===== src/rtl/regfile_wb_arbiter_pkg.sv =====
// Shared types and default sizes for the register-file write-back arbiter.
package regfile_wb_arbiter_pkg;

    typedef enum logic [0:0] {
        CLEAR = 1'b0,
        RUN   = 1'b1
    } wb_state_e;

    localparam int DEF_DATA_WIDTH    = 16;
    localparam int DEF_ADDR_WIDTH    = 5;
    localparam int DEF_NUM_REGISTERS = 32;

    // Width of a requester index; never below one bit.
    function automatic int ptr_width(input int n);
        return (n > 1) ? $clog2(n) : 1;
    endfunction

endpackage


===== src/rtl/regfile_wb_arbiter_rr_grant.sv =====
// Combinational round-robin picker: grants the first request at or after ptr_i.
module rr_grant
    import regfile_wb_arbiter_pkg::*;
#(
    parameter int NUM_REQ = 3,
    parameter int PTR_W   = ptr_width(NUM_REQ)
) (
    input  logic [NUM_REQ-1:0] req_i,
    input  logic [PTR_W-1:0]   ptr_i,
    output logic [NUM_REQ-1:0] grant_o
);

    logic [PTR_W:0]   sum_s;
    logic [PTR_W-1:0] idx_s;
    logic             found_s;

    // Scan requesters starting at the pointer, wrapping modulo NUM_REQ.
    always_comb begin
        grant_o = '0;
        found_s = 1'b0;
        sum_s   = '0;
        idx_s   = '0;
        for (int i = 0; i < NUM_REQ; i++) begin
            sum_s = {1'b0, ptr_i} + (PTR_W+1)'(i);
            if (sum_s >= (PTR_W+1)'(NUM_REQ)) begin
                idx_s = PTR_W'(sum_s - (PTR_W+1)'(NUM_REQ));
            end else begin
                idx_s = sum_s[PTR_W-1:0];
            end
            if (!found_s && req_i[idx_s]) begin
                grant_o[idx_s] = 1'b1;
                found_s        = 1'b1;
            end else begin
                found_s = found_s;
            end
        end
    end

endmodule


===== src/rtl/regfile_wb_arbiter.sv =====
// Round-robin write-back arbiter in front of the register file.
// Optional power-up register clear is enabled by defining REGFILE_WB_INIT_CLEAR_EN.
module regfile_wb_arbiter
    import regfile_wb_arbiter_pkg::*;
#(
    parameter int PROC_DATA_WIDTH        = DEF_DATA_WIDTH,
    parameter int PROC_REGFILE_LOG2_DEEP = DEF_ADDR_WIDTH,
    parameter int NUM_REGISTERS          = DEF_NUM_REGISTERS,
    parameter int NUM_REQ                = 3
) (
    input  logic                                      clk_i,
    input  logic                                      rst_i,
    input  logic [NUM_REQ-1:0]                        req_valid_i,
    input  logic [NUM_REQ*PROC_REGFILE_LOG2_DEEP-1:0] req_addr_i,
    input  logic [NUM_REQ*PROC_DATA_WIDTH-1:0]        req_data_i,
    output logic [NUM_REQ-1:0]                        req_ready_o,
    input  logic                                      halt_i,
    output logic                                      rf_write_en_o,
    output logic [PROC_REGFILE_LOG2_DEEP-1:0]         rf_write_addr_o,
    output logic [PROC_DATA_WIDTH-1:0]                rf_write_data_o,
    output logic                                      init_done_o
);

    localparam int AW    = PROC_REGFILE_LOG2_DEEP;
    localparam int DW    = PROC_DATA_WIDTH;
    localparam int PTR_W = ptr_width(NUM_REQ);

    if (NUM_REQ < 2 || NUM_REGISTERS < 2 || NUM_REGISTERS > (1 << AW)) begin : g_param_err
        $error("regfile_wb_arbiter: unsupported parameter combination");
    end

    logic [PTR_W-1:0]   ptr_q, ptr_d;
    logic [NUM_REQ-1:0] grant_s;
    logic               run_s, accept_s, wr_en_d;
    logic [PTR_W-1:0]   gnt_idx_s;
    logic [AW-1:0]      sel_addr_s, wr_addr_q;
    logic [DW-1:0]      sel_data_s, wr_data_q;
    logic               wr_en_q;

    rr_grant #(.NUM_REQ(NUM_REQ), .PTR_W(PTR_W)) u_rr_grant (
        .req_i   (req_valid_i),
        .ptr_i   (ptr_q),
        .grant_o (grant_s)
    );

    assign req_ready_o = (run_s && !halt_i) ? grant_s : '0;
    assign accept_s    = |(req_ready_o & req_valid_i);

    // Grant is one-hot, so an AND-OR mux selects the winner's payload and index.
    always_comb begin
        gnt_idx_s  = '0;
        sel_addr_s = '0;
        sel_data_s = '0;
        for (int k = 0; k < NUM_REQ; k++) begin
            sel_addr_s |= {AW{req_ready_o[k]}} & req_addr_i[k*AW +: AW];
            sel_data_s |= {DW{req_ready_o[k]}} & req_data_i[k*DW +: DW];
            gnt_idx_s  |= req_ready_o[k] ? PTR_W'(k) : '0;
        end
        if (accept_s) begin
            ptr_d = (gnt_idx_s == PTR_W'(NUM_REQ - 1)) ? '0 : gnt_idx_s + PTR_W'(1);
        end else begin
            ptr_d = ptr_q;
        end
        // Writes to register 0 are swallowed: accepted but never enabled.
        wr_en_d = accept_s && (sel_addr_s != '0);
    end

`ifdef REGFILE_WB_INIT_CLEAR_EN
    localparam int CNT_W = $clog2(NUM_REGISTERS + 1);

    wb_state_e        state_q;
    logic [CNT_W-1:0] clr_cnt_q;
    logic             init_done_q;

    assign run_s       = (state_q == RUN);
    assign init_done_o = init_done_q;

    // Clear sweep then arbitration; the counter runs one past the last register so done rises a cycle after it.
    always_ff @(posedge clk_i or posedge rst_i) begin
        if (rst_i) begin
            state_q     <= CLEAR;
            ptr_q       <= '0;
            clr_cnt_q   <= CNT_W'(1);
            wr_en_q     <= 1'b0;
            wr_addr_q   <= '0;
            wr_data_q   <= '0;
            init_done_q <= 1'b0;
        end else begin
            case (state_q)
                CLEAR: begin
                    if (clr_cnt_q == CNT_W'(NUM_REGISTERS)) begin
                        state_q     <= RUN;
                        wr_en_q     <= 1'b0;
                        init_done_q <= 1'b1;
                    end else begin
                        wr_en_q   <= 1'b1;
                        wr_addr_q <= AW'(clr_cnt_q);
                        wr_data_q <= '0;
                        clr_cnt_q <= clr_cnt_q + CNT_W'(1);
                    end
                end
                RUN: begin
                    ptr_q   <= ptr_d;
                    wr_en_q <= wr_en_d;
                    if (accept_s) begin
                        wr_addr_q <= sel_addr_s;
                        wr_data_q <= sel_data_s;
                    end
                end
                default: begin
                    state_q     <= CLEAR;
                    clr_cnt_q   <= CNT_W'(1);
                    wr_en_q     <= 1'b0;
                    init_done_q <= 1'b0;
                end
            endcase
        end
    end
`else
    assign run_s       = 1'b1;
    assign init_done_o = 1'b1;

    // Arbitration only: pointer advance and one-cycle registered write.
    always_ff @(posedge clk_i or posedge rst_i) begin
        if (rst_i) begin
            ptr_q     <= '0;
            wr_en_q   <= 1'b0;
            wr_addr_q <= '0;
            wr_data_q <= '0;
        end else begin
            ptr_q   <= ptr_d;
            wr_en_q <= wr_en_d;
            if (accept_s) begin
                wr_addr_q <= sel_addr_s;
                wr_data_q <= sel_data_s;
            end
        end
    end
`endif

    assign rf_write_en_o   = wr_en_q;
    assign rf_write_addr_o = wr_addr_q;
    assign rf_write_data_o = wr_data_q;

endmodule


===== config.mk =====
export PLATFORM = sky130hd
export DESIGN_NAME = regfile_wb_arbiter
export DESIGN_NICKNAME = d
export VERILOG_FILES = /design/src/rtl/regfile_wb_arbiter_pkg.sv /design/src/rtl/regfile_wb_arbiter_rr_grant.sv /design/src/rtl/regfile_wb_arbiter.sv
export SDC_FILE = /design/constraint.sdc
export NUM_CORES = 1
export LEC_CHECK = 0
export BUFFER_PORTS_ARGS = -buffer_cell sky130_fd_sc_hd__buf_2
export CAP_MARGIN = 20
export CORE_MARGIN = 1
export CORE_UTILIZATION = 25
export CTS_BUF_LIST = sky130_fd_sc_hd__clkbuf_4 sky130_fd_sc_hd__clkbuf_8
export CTS_CLUSTER_DIAMETER = 50
export DETAILED_ROUTE_END_ITERATION = 7
export PLACE_DENSITY = 0.63
export REMOVE_ABC_BUFFERS = 1
export SYNTH_ARGS = -nofsm -noshare
export SYNTH_HDL_FRONTEND = slang
export SYNTH_SLANG_ARGS = --single-unit
export TNS_END_PERCENT = 20

===== constraint.sdc =====
create_clock -name clk_i -period 5.6 [get_ports clk_i]
set_clock_uncertainty 0.05 [all_clocks]
set_input_delay 0 -clock clk_i [delete_from_list [all_inputs] [get_ports clk_i]]
set_output_delay 0 -clock clk_i [all_outputs]
set_load 0.02 [all_outputs]

-- Word level (Yosys, flattened, before mapping)
Cells that the tools add are included.
- bits in registers: 24
- input bits: 69
- word-level logic and storage cells: 68
- output and inout port bits: 26
- multiplexer cells: 24
- equality and inequality tests: 1
- $add $sub $neg: 6
- bitwise operators: 14
- $lt $le $gt $ge: 9
- reductions and logical operators: 10
- operators with widths (cell ; count):
    16-bit AND ; 3
    16-bit OR ; 2
    5-bit AND ; 3
    3-bit two-way mux ; 4
    2-bit two-way mux ; 5
    5-bit OR ; 2
    2-bit by 3-bit less-than comparator with 1-bit output, second input constant ; 3
    1-bit two-way mux ; 9
    1-bit binary-select mux with 2-bit select ; 3
    1-bit demux with 2-bit select ; 3
    2-bit by 1-bit greater-or-equal comparator with 1-bit output, second input constant ; 3
    3-bit by 2-bit greater-or-equal comparator with 1-bit output, second input constant ; 2
    1-bit logical AND ; 6
    3-bit OR ; 2
    2-bit subtractor, second input constant ; 3
    5-bit nonzero test ; 1
    2-bit by 1-bit adder with 3-bit output, second input constant ; 1
    2-bit by 2-bit adder with 3-bit output, second input constant ; 1
    3-bit AND ; 1
    3-bit OR reduction ; 1
    2-bit by 1-bit adder with 2-bit output, second input constant ; 1
    2-bit == test, second input constant ; 1
    2-bit greater-or-equal comparator, second input constant ; 1
    1-bit zero test ; 2
    1-bit by 2-bit OR with 2-bit output ; 1

-- Depth between registers and ports, before layout
Gate-level depths: netlist of the first run.
- depth after elaboration: 17
- gate-level depth with buffers: 12
- depth with buffers taken out: 9

-- Cells and area by module
From an unflattened synthesis of the first run, not the netlist that was laid out.
- cells, all modules: 166
- area, all modules: 1696.6 µm²
- modules (own cells, without submodules) (module ; sequential area each (µm²) ; times used ; cells an instance ; area each (µm²)):
    regfile_wb_arbiter ; 600.6 ; 1 ; 130 ; 1423.9
    rr_grant ; 0.0 ; 1 ; 36 ; 272.8

-- Worst setup path before layout of the first run
Ideal clock, no wire load.
- path type: reg2reg
- start point: register ptr_q[0]
- end point: register wr_addr_q[4], in the netlist rf_write_addr_o[4]
- library setup time: 0.139 ns
- clock period less this slack: 2.554 ns
- arrival: 2.365 ns
- cell stages (with the launch flop): 11
- setup slack: 3.046 ns
- required time: 5.411 ns
- path buffers: 2
- cells stage by stage: dfrtp_1 -> inv_1 -> ha_1 -> mux2i_1 -> o21ai_1 -> or3b_4 -> a311oi_4 -> a222oi_1 -> buf_6 -> buf_6 -> mux2i_1
- longest elaborated chain between the ends: 15
- elaborated cells between the ends (all ways): 51
- classes of those cells: add/sub: 5; order compare: 9; mux: 21; bitwise: 8; reduce/logical: 8
- RTL lines (item ; RTL line ; RTL):
    start, declared ; regfile_wb_arbiter.sv:32 ; logic [PTR_W-1:0] ptr_q, ptr_d;
    start signal, assigned ; regfile_wb_arbiter.sv:131 ; ptr_q <= ptr_d;
    2-bit by 1-bit adder with 3-bit output (tied with other cells) ; regfile_wb_arbiter_rr_grant.sv:24 ; sum_s = {1'b0, ptr_i} + (PTR_W+1)'(i);
    3-bit by 2-bit greater-or-equal comparator with 1-bit output (tied with other cells) ; regfile_wb_arbiter_rr_grant.sv:25 ; if (sum_s >= (PTR_W+1)'(NUM_REQ)) begin
    2-bit two-way mux (tied with other cells) ; regfile_wb_arbiter_rr_grant.sv:25 ;
    2-bit by 3-bit less-than comparator with 1-bit output (not written as such) (tied with other cells) ; regfile_wb_arbiter_rr_grant.sv:31 ; grant_o[idx_s] = 1'b1;
    1-bit logical AND (not written as such) (tied with other cells) ; regfile_wb_arbiter_rr_grant.sv:31 ;
    1-bit two-way mux (not written as such) (tied with other cells) ; regfile_wb_arbiter_rr_grant.sv:31 ;
    1-bit demux with 2-bit select (tied with other cells) ; -- ;
    3-bit OR (no source line) or 1-bit two-way mux (tied branches) ; -- ;
    3-bit two-way mux or 1-bit zero test (tied branches) ; regfile_wb_arbiter_rr_grant.sv:30 ; if (!found_s && req_i[idx_s]) begin
    3-bit OR (no source line) or 1-bit logical AND (tied branches) ; -- ;
    3-bit two-way mux * ; regfile_wb_arbiter_rr_grant.sv:30 ;
    3-bit two-way mux * ; regfile_wb_arbiter.sv:46 ; assign req_ready_o = (run_s && !halt_i) ? grant_s : '0;
    5-bit AND ; regfile_wb_arbiter.sv:55 ; sel_addr_s |= {AW{req_ready_o[k]}} & req_addr_i[k*AW +: AW];
    5-bit OR (2 in a row) ; regfile_wb_arbiter.sv:55 ;
    end signal, assigned ; regfile_wb_arbiter.sv:134 ; wr_addr_q <= sel_addr_s;
    end, declared ; regfile_wb_arbiter.sv:36 ; logic [AW-1:0] sel_addr_s, wr_addr_q;
Mark *: on every way between the ends. The rest lies on a longest branch, timed or not. The select of a mux whose other input is x is not followed.
A chain may end at the register's enable or synchronous reset.

-- Final worst setup path of the first run
- start point: register ptr_q[0]
- end point: register wr_data_q[8], in the netlist rf_write_data_o[8]
- longest elaborated chain between the ends: 15
- elaborated cells between the ends (all ways): 51
- classes of those cells: add/sub: 5; order compare: 9; mux: 21; bitwise: 8; reduce/logical: 8
- RTL lines (item ; RTL line ; RTL):
    2-bit by 1-bit adder with 3-bit output (tied with other cells) ; regfile_wb_arbiter_rr_grant.sv:24 ;
    3-bit by 2-bit greater-or-equal comparator with 1-bit output (tied with other cells) ; regfile_wb_arbiter_rr_grant.sv:25 ;
    2-bit two-way mux (tied with other cells) ; regfile_wb_arbiter_rr_grant.sv:25 ;
    2-bit by 3-bit less-than comparator with 1-bit output (not written as such) (tied with other cells) ; regfile_wb_arbiter_rr_grant.sv:31 ;
    1-bit logical AND (not written as such) (tied with other cells) ; regfile_wb_arbiter_rr_grant.sv:31 ;
    1-bit two-way mux (not written as such) (tied with other cells) ; regfile_wb_arbiter_rr_grant.sv:31 ;
    1-bit demux with 2-bit select (tied with other cells) ; -- ;
    3-bit OR (no source line) or 1-bit two-way mux (tied branches) ; -- ;
    3-bit two-way mux or 1-bit zero test (tied branches) ; regfile_wb_arbiter_rr_grant.sv:30 ;
    3-bit OR (no source line) or 1-bit logical AND (tied branches) ; -- ;
    3-bit two-way mux * ; regfile_wb_arbiter_rr_grant.sv:30 ;
    3-bit two-way mux * ; regfile_wb_arbiter.sv:46 ;
    16-bit AND ; regfile_wb_arbiter.sv:56 ; sel_data_s |= {DW{req_ready_o[k]}} & req_data_i[k*DW +: DW];
    16-bit OR (2 in a row) ; regfile_wb_arbiter.sv:56 ;
    end signal, assigned ; regfile_wb_arbiter.sv:135 ; wr_data_q <= sel_data_s;
    end, declared ; regfile_wb_arbiter.sv:37 ; logic [DW-1:0] sel_data_s, wr_data_q;
Marked as above.

==> impl_metrics.csv, run 1 <==
group,metric,value,unit
outcome,outcome,"complete, no violations",
timing,relSlewSlack,0.2930,
global_routing,antenna_found_initial,0,
timing,grt_setup_unrepaired,"false",
worst_setup_path,end_kind,"register",
floorplanning,start_util,0.2635,
routing,wl,4270,µm
global_routing,use_met2,0.2496,
global_routing,grt_util_met3,0.03488,
routing,drt-pass1-iter-count,6,
timing,fmax,277.6,MHz
worst_setup_path,required,5.74,ns
floorplanning,num_rows,27,
cells_and_area,num_antenna_cells,0,
cells_and_area,final_common_cell,"buf_2",
worst_setup_path,cpPeakStageDelay,0.90,ns
worst_setup_path,path_class,"register to register",
clock_tree,cts.sinks,24,
yosys,synth_edf_count,0,
global_routing,overflow,0,
pwr,p_sw_frac,0.4377,
worst_setup_path,rr_worst_depth,9,
pwr,seqPwrFrac,0.263,
worst_setup_path,cp_max_fo,24,
cells_and_area,fin_nets,324,
clock_tree,cts_root_buf,"clkbuf_8",
global_routing,grt_busiest_layer,"met2",
timing,finalSetupViolCount,0,
floorplanning,io_pins,95,
clock_tree,cts_max_level,1,
yosys,yosysWarnings,0,
timing,slew_viol_final,0,
global_routing,grt_usage,0.1352,
pwr,p_clk_frac,0.114,
timing,finalWorstSetupSlack,1.997,ns
routing,wl_per_cell,13.26,µm
cells_and_area,final_cell_mix,"93 x buf_2, 24 x inv_1, 24 x dfrtp_1",
yosys,yosys.area.top_type,"dfrtp_1",
cells_and_area,fill_cells,563,
placed_design,gp_congestion,0.7519,
timing,period_share,0.6434,
hold_path,whs_path_depth,3,
clock_tree,clock_path_buffers,2,
placed_design,place_area,1984,µm²
yosys,ys_seq_area_frac,0.4089,
pwr,switchingPower,445.8,µW
routing,drc_errors,0,
floorplanning,coreArea,5574,µm²
floorplanning,dieArea,6186,µm²
yosys,syn_inst,141,
cells_and_area,syn2layout_area_growth,52.56,%
worst_setup_path,start_kind,"register",
timing,tightest_slew,1.061,ns
timing,post-route-min-period,3.603,ns
clock_tree,cts_tree,"yes",
routing,viasPerCell,4.717,
pwr,power_frac_comb,0.623,
yosys,ys_ff_latch,24,
clock_tree,cts_buffers,3,
hold_path,hold_class,"input pin to register",
pwr,p_int,572.7,µW
yosys,ys_async_sr_fraction,1.000,
yosys,synth.area.top_cells,"dfrtp_1 41%, a222oi_1 15%, mux2i_1 15%, inv_1 6.1%, ha_1 3.4%",
yosys,yosysUniqueCellTypes,29,
routing,vias,1519,
job,max-cap-violations,0,
global_routing,grt_pass1_wl,6644,µm
worst_setup_path,worstPathCellList,"inv_1 > ha_1 > mux2i_1 > o21ai_1 > or3b_4 > a311oi_4 > a222oi_1 > dlygate4sd3_1 > mux2i_1",
worst_setup_path,path_common_cell,"mux2i_1",
yosys,syn_area,1469,µm²
routing,postRouteAntennaNets,0,
worst_setup_path,reg2reg_slack,2.00,ns
worst_setup_path,arrival,3.74,ns
yosys,synth-main-ff-cell,"dfrtp_1",
timing,hold_viol_final,0,
routing,drtIter0Drc,100,
pwr,power.density,454.5,nW/µm²
yosys,synth_top_area_frac,0.4089,
pwr,leakagePower,1.198,nW
yosys,avgSynthCellArea,10.42,µm²
clock_tree,clk_pin_slew,0.08,ns
global_routing,grt_max_degree,26,
floorplanning,fp.dieW,78.65,µm
global_routing,grt_pass1_vias,1436,
placed_design,pre_cts_slack,2.230,ns
pwr,ir_drop,0.0001933,V
global_routing,use_met1,0.1557,
clock_tree,clk_latency,0.26,ns
placed_design,place.port_buffers,93,
cells_and_area,drive_gt1_frac,0.4200,
floorplanning,die_h,78.65,µm
cells_and_area,fin_area,2241,µm²
timing,finalSetupTns,0,ns
placed_design,dp_hpwl,3061,µm
worst_setup_path,cp_slowest_cell,"a311oi_4",
==> per-stage QoR <==
step,power (mW),cells,utilization,hold WS (ns)
finish,1.018,322,0.4020,0.001126
global route,1.094,322,0.4020,0.001016
CTS,1.018,321,0.4000,0.0004713
detailed placement,0.8665,298,0.3560,0.1914
global placement,0.8576,298,0.3560,0.1882
floorplan,0.6982,130,-,-0.03538
==> state kept, by name, indices dropped and copies added, names as in the netlist <==
register         count
ptr_q                2
rf_write_addr_o      5
rf_write_data_o     16
rf_write_en_o        1
==> critical path, delay by kind of cell (launching register included) <==
family | cells | cell delay (ns)
DFF | 1 | 0.40
muxes | 2 | 0.34
adders and majority gates | 1 | 0.40
buffers and inverters | 2 | 0.73
and+or+nand+nor | 1 | 0.40
AOI/OAI and AO/OA | 3 | 1.19
==> repair_timing <==
| item | in CTS | in global routing |
|---|---|---|
| setup buffers | 0 | 0 |
| hold buffers | 19 | 0 |
| resized for setup | 0 | 0 |
| hold endpoints to repair | 37 | 0 |
==> power groups by stage <==
stage | clock, mW | sequential [mW] | combinational, mW
finish | 0.116 | 0.268 | 0.634
global route | 0.126 | 0.277 | 0.691
CTS | 0.121 | 0.269 | 0.628
detailed placement | 0 | 0.272 | 0.595
global placement | 0 | 0.271 | 0.587
floorplan | 0 | 0.337 | 0.361
==> logic make-up after synthesis <==
| family | count (synthesis) | share of synthesized area |
|---|---|---|
| AOI/OAI and AO/OA | 39 | 0.2377 |
| buffers and inverters | 35 | 0.1099 |
| DFF | 24 | 0.4089 |
| muxes | 22 | 0.1499 |
| and+or+nand+nor | 16 | 0.05707 |
| adders and majority gates | 4 | 0.03407 |
| other | 1 | 0.002553 |
==> cell usage after synthesis (2+ instances only) <==
library cell,n
a21oi_1,3
buf_6,3
nor2_1,4
clkbuf_1,4
nand3b_1,2
o21ai_1,5
nand2_1,5
mux2i_1,22
inv_1,24
dfrtp_1,24
ha_1,4
buf_2,3
a222oi_1,22
==> layout make-up <==
class / instances / area (µm²) / share of cell area
multi-input combinational: 82 / 715.7 / 0.3194
timing repair buffer: 116 / 689.4 / 0.3076
sequential: 24 / 600.6 / 0.2680
inverter: 24 / 90.09 / 0.04020
tap: 72 / 90.09 / 0.04020
clock buffer: 4 / 55.05 / 0.02457
==> routing by layer <==
metal  share of wire  routed length (µm)
met1            0.42                1789
met2            0.52                2200
met3           0.060                 258
met4          0.0049                  21
met5               0                   0
==> final timing paths <==
check	from	end
worst max-delay path	ptr_q[0]	rf_write_data_o[8]
min in group asynchronous	rst_i	rf_write_data_o[2]
max in group asynchronous	rst_i	rf_write_data_o[4]
worst max register to register	ptr_q[0]	rf_write_data_o[8]
worst min register to register	rf_write_addr_o[1]	rf_write_addr_o[1]
worst min-delay path	req_data_i[0]	rf_write_data_o[0]
(Power assumes the default switching activity.)
==> run 2: changes to the inputs <==
==> constraint.sdc (replaced) <==
create_clock -name clk_i -period 3.7 [get_ports clk_i]
set_clock_uncertainty 0.05 [all_clocks]
set_input_delay 0 -clock clk_i [delete_from_list [all_inputs] [get_ports clk_i]]
set_output_delay 0 -clock clk_i [all_outputs]
set_load 0.02 [all_outputs]
==> run 2 against run 1 <==
  * The run now ends with hold timing left
  * Design area rose by 1.8%
  * Non-clock buffer count is 4 higher
  * Flip-flop and latch count did not move
  * Largest power group unchanged
==> impl_metrics.csv, run 2 (synthesis gave the netlist of run 1 again) <==
group,metric,value,unit
placed_design,gp_congestion,0.7968,
routing,vias,1595,
timing,finalHoldWorstSlack,-0.0002983,ns
floorplanning,start_util,0.2635,
timing,finalSetupViolCount,0,
timing,hold_viol_final,1,
routing,drc_errors,0,
floorplanning,fp.dieW,78.65,µm
worst_setup_path,arrival,3.62,ns
timing,slew_viol_final,0,
placed_design,place.port_buffers,93,
timing,period_share,0.9407,
cells_and_area,final_common_cell,"buf_2",
floorplanning,coreArea,5574,µm²
floorplanning,num_rows,27,
cells_and_area,final_cell_mix,"93 x buf_2, 24 x inv_1, 24 x dfrtp_1",
floorplanning,io_pins,95,
timing,fmax,287.3,MHz
clock_tree,post_cts_buffers,0,
worst_setup_path,cp_slowest_cell,"dlygate4sd3_1",
clock_tree,cts_root_buf,"clkbuf_8",
global_routing,grt_pass1_wl,7258,µm
global_routing,grt_pass1_vias,1529,
global_routing,grt_max_degree,28,
worst_setup_path,critical-path-top-delay-family,"buffers and inverters",
routing,postRouteAntennaNets,0,
job,max-cap-violations,0,
worst_setup_path,worstPathCellList,"inv_1 > ha_1 > mux2i_1 > o21ai_1 > or3b_4 > a311oi_4 > buf_4 > a222oi_1 > dlygate4sd3_1 > mux2i_1",
cells_and_area,fin_nets,328,
placed_design,post-place-cells,299,
pwr,ir_drop,0.0002619,V
clock_tree,cts_max_level,1,
global_routing,overflow,0,
worst_setup_path,crit_buf_inv,3,
worst_setup_path,path_common_cell,"mux2i_1",
hold_path,hold_class,"input pin to register",
timing,tightest_slew,0.5947,ns
global_routing,antenna_found_initial,0,
placed_design,pre_cts_slack,0.6086,ns
timing,finalWorstSetupSlack,0.2195,ns
worst_setup_path,cpPeakStageDelay,0.59,ns
global_routing,grt_usage,0.1500,
clock_tree,clock_path_buffers,2,
routing,wl,4467,µm
timing,relSlewSlack,0.6035,
clock_tree,cts.sinks,24,
cells_and_area,drive_gt1_frac,0.4150,
clock_tree,cts_buffers,3,
cells_and_area,num_antenna_cells,0,
clock_tree,clk_pin_slew,0.09,ns
outcome,outcome,"finished, violations left",
floorplanning,dieArea,6186,µm²
pwr,power.density,670.8,nW/µm²
routing,drtIter0Drc,259,
floorplanning,die_h,78.65,µm
worst_setup_path,required,3.84,ns
cells_and_area,fill_cells,546,
routing,drt-pass1-iter-count,6,
pwr,leakagePower,1.214,nW
routing,wl_per_cell,13.74,µm
timing,post-route-min-period,3.481,ns
outcome,violations,"hold timing",
cells_and_area,largest_reg_flops,16,
cells_and_area,syn2layout_area_growth,55.28,%
worst_setup_path,cp_max_fo,13,
clock_tree,cts_tree,"yes",
worst_setup_path,start_kind,"register",
timing,grt_setup_unrepaired,"false",
clock_tree,clk_latency,0.26,ns
worst_setup_path,end_kind,"register",
cells_and_area,instances_no_fill,325,
placed_design,dp_hpwl,3080,µm
routing,viasPerCell,4.908,
worst_setup_path,path_class,"register to register",
-- run 2: path summary, 6_finish.rpt --
check | cells after the start | startpoint | to | slack [ns]
setup / recovery | 10 | ptr_q[0] | rf_write_data_o[1] | 0.22
hold / removal | 3 | req_data_i[39] | rf_write_data_o[7] | -0.0003
setup reg to reg | 10 | ptr_q[0] | rf_write_data_o[1] | 0.22
hold reg to reg | 2 | rf_write_addr_o[2] | rf_write_addr_o[2] | 0.43
max in group asynchronous | 4 | rst_i | rf_write_addr_o[2] | 3.17
min in group asynchronous | 4 | rst_i | rf_write_data_o[7] | 0.29
-- run 2: where the power goes --
group	switching, mW	internal (mW)
Sequential	0.0460	0.356
Combinational	0.549	0.424
Clock	0.0818	0.0727
-- run 2: layout make-up --
class	instances	area, µm²	area share
multi-input combinational	82	715.7	0.3138
tap	72	90.09	0.03950
timing repair buffer	120	743.2	0.3258
clock buffer	3	41.29	0.01810
sequential	24	600.6	0.2633
inverter	24	90.09	0.03950
-- run 2: metal layers --
| metal | up-vias | GRT usage | part of all wire | routed length (µm) |
|---|---|---|---|---|
| met5 | - | 0 | 0 | 0 |
| met4 | 0 | 0.04630 | 0.011 | 51 |
| met2 | 86 | 0.2783 | 0.55 | 2441 |
| li1 | 758 | - | - | - |
| met3 | 4 | 0.02326 | 0.057 | 256 |
| met1 | 747 | 0.1744 | 0.38 | 1717 |
-- run 2: repair_timing --
item,in CTS,in global routing
gates resized for setup,0,0
hold buffers,22,0
hold endpoints to repair,39,0
-- run 2: per-stage QoR --
stage / total power, mW / hold WS [ns] / area, µm² / setup TNS (ns) / utilization
6_report: 1.530 / -0.0002983 / 2281 / 0 / 0.4092
2_1_floorplan: 1.057 / -0.03538 / 1398 / -28.69 / -
3_5_place_dp: 1.323 / 0.2240 / 1992 / 0 / 0.3574
4_1_cts: 1.539 / 0.001633 / 2253 / 0 / 0.4043
3_3_place_gp: 1.302 / 0.1922 / 1992 / 0 / 0.3574
5_1_grt: 1.650 / 0.005966 / 2281 / 0 / 0.4092
-- run 2: worst min-delay path: cells and delay by family --
kind | cells | cell delay [ns]
buf+inv | 1 | 0.08
compound gates | 1 | 0.07
mux | 1 | 0.12
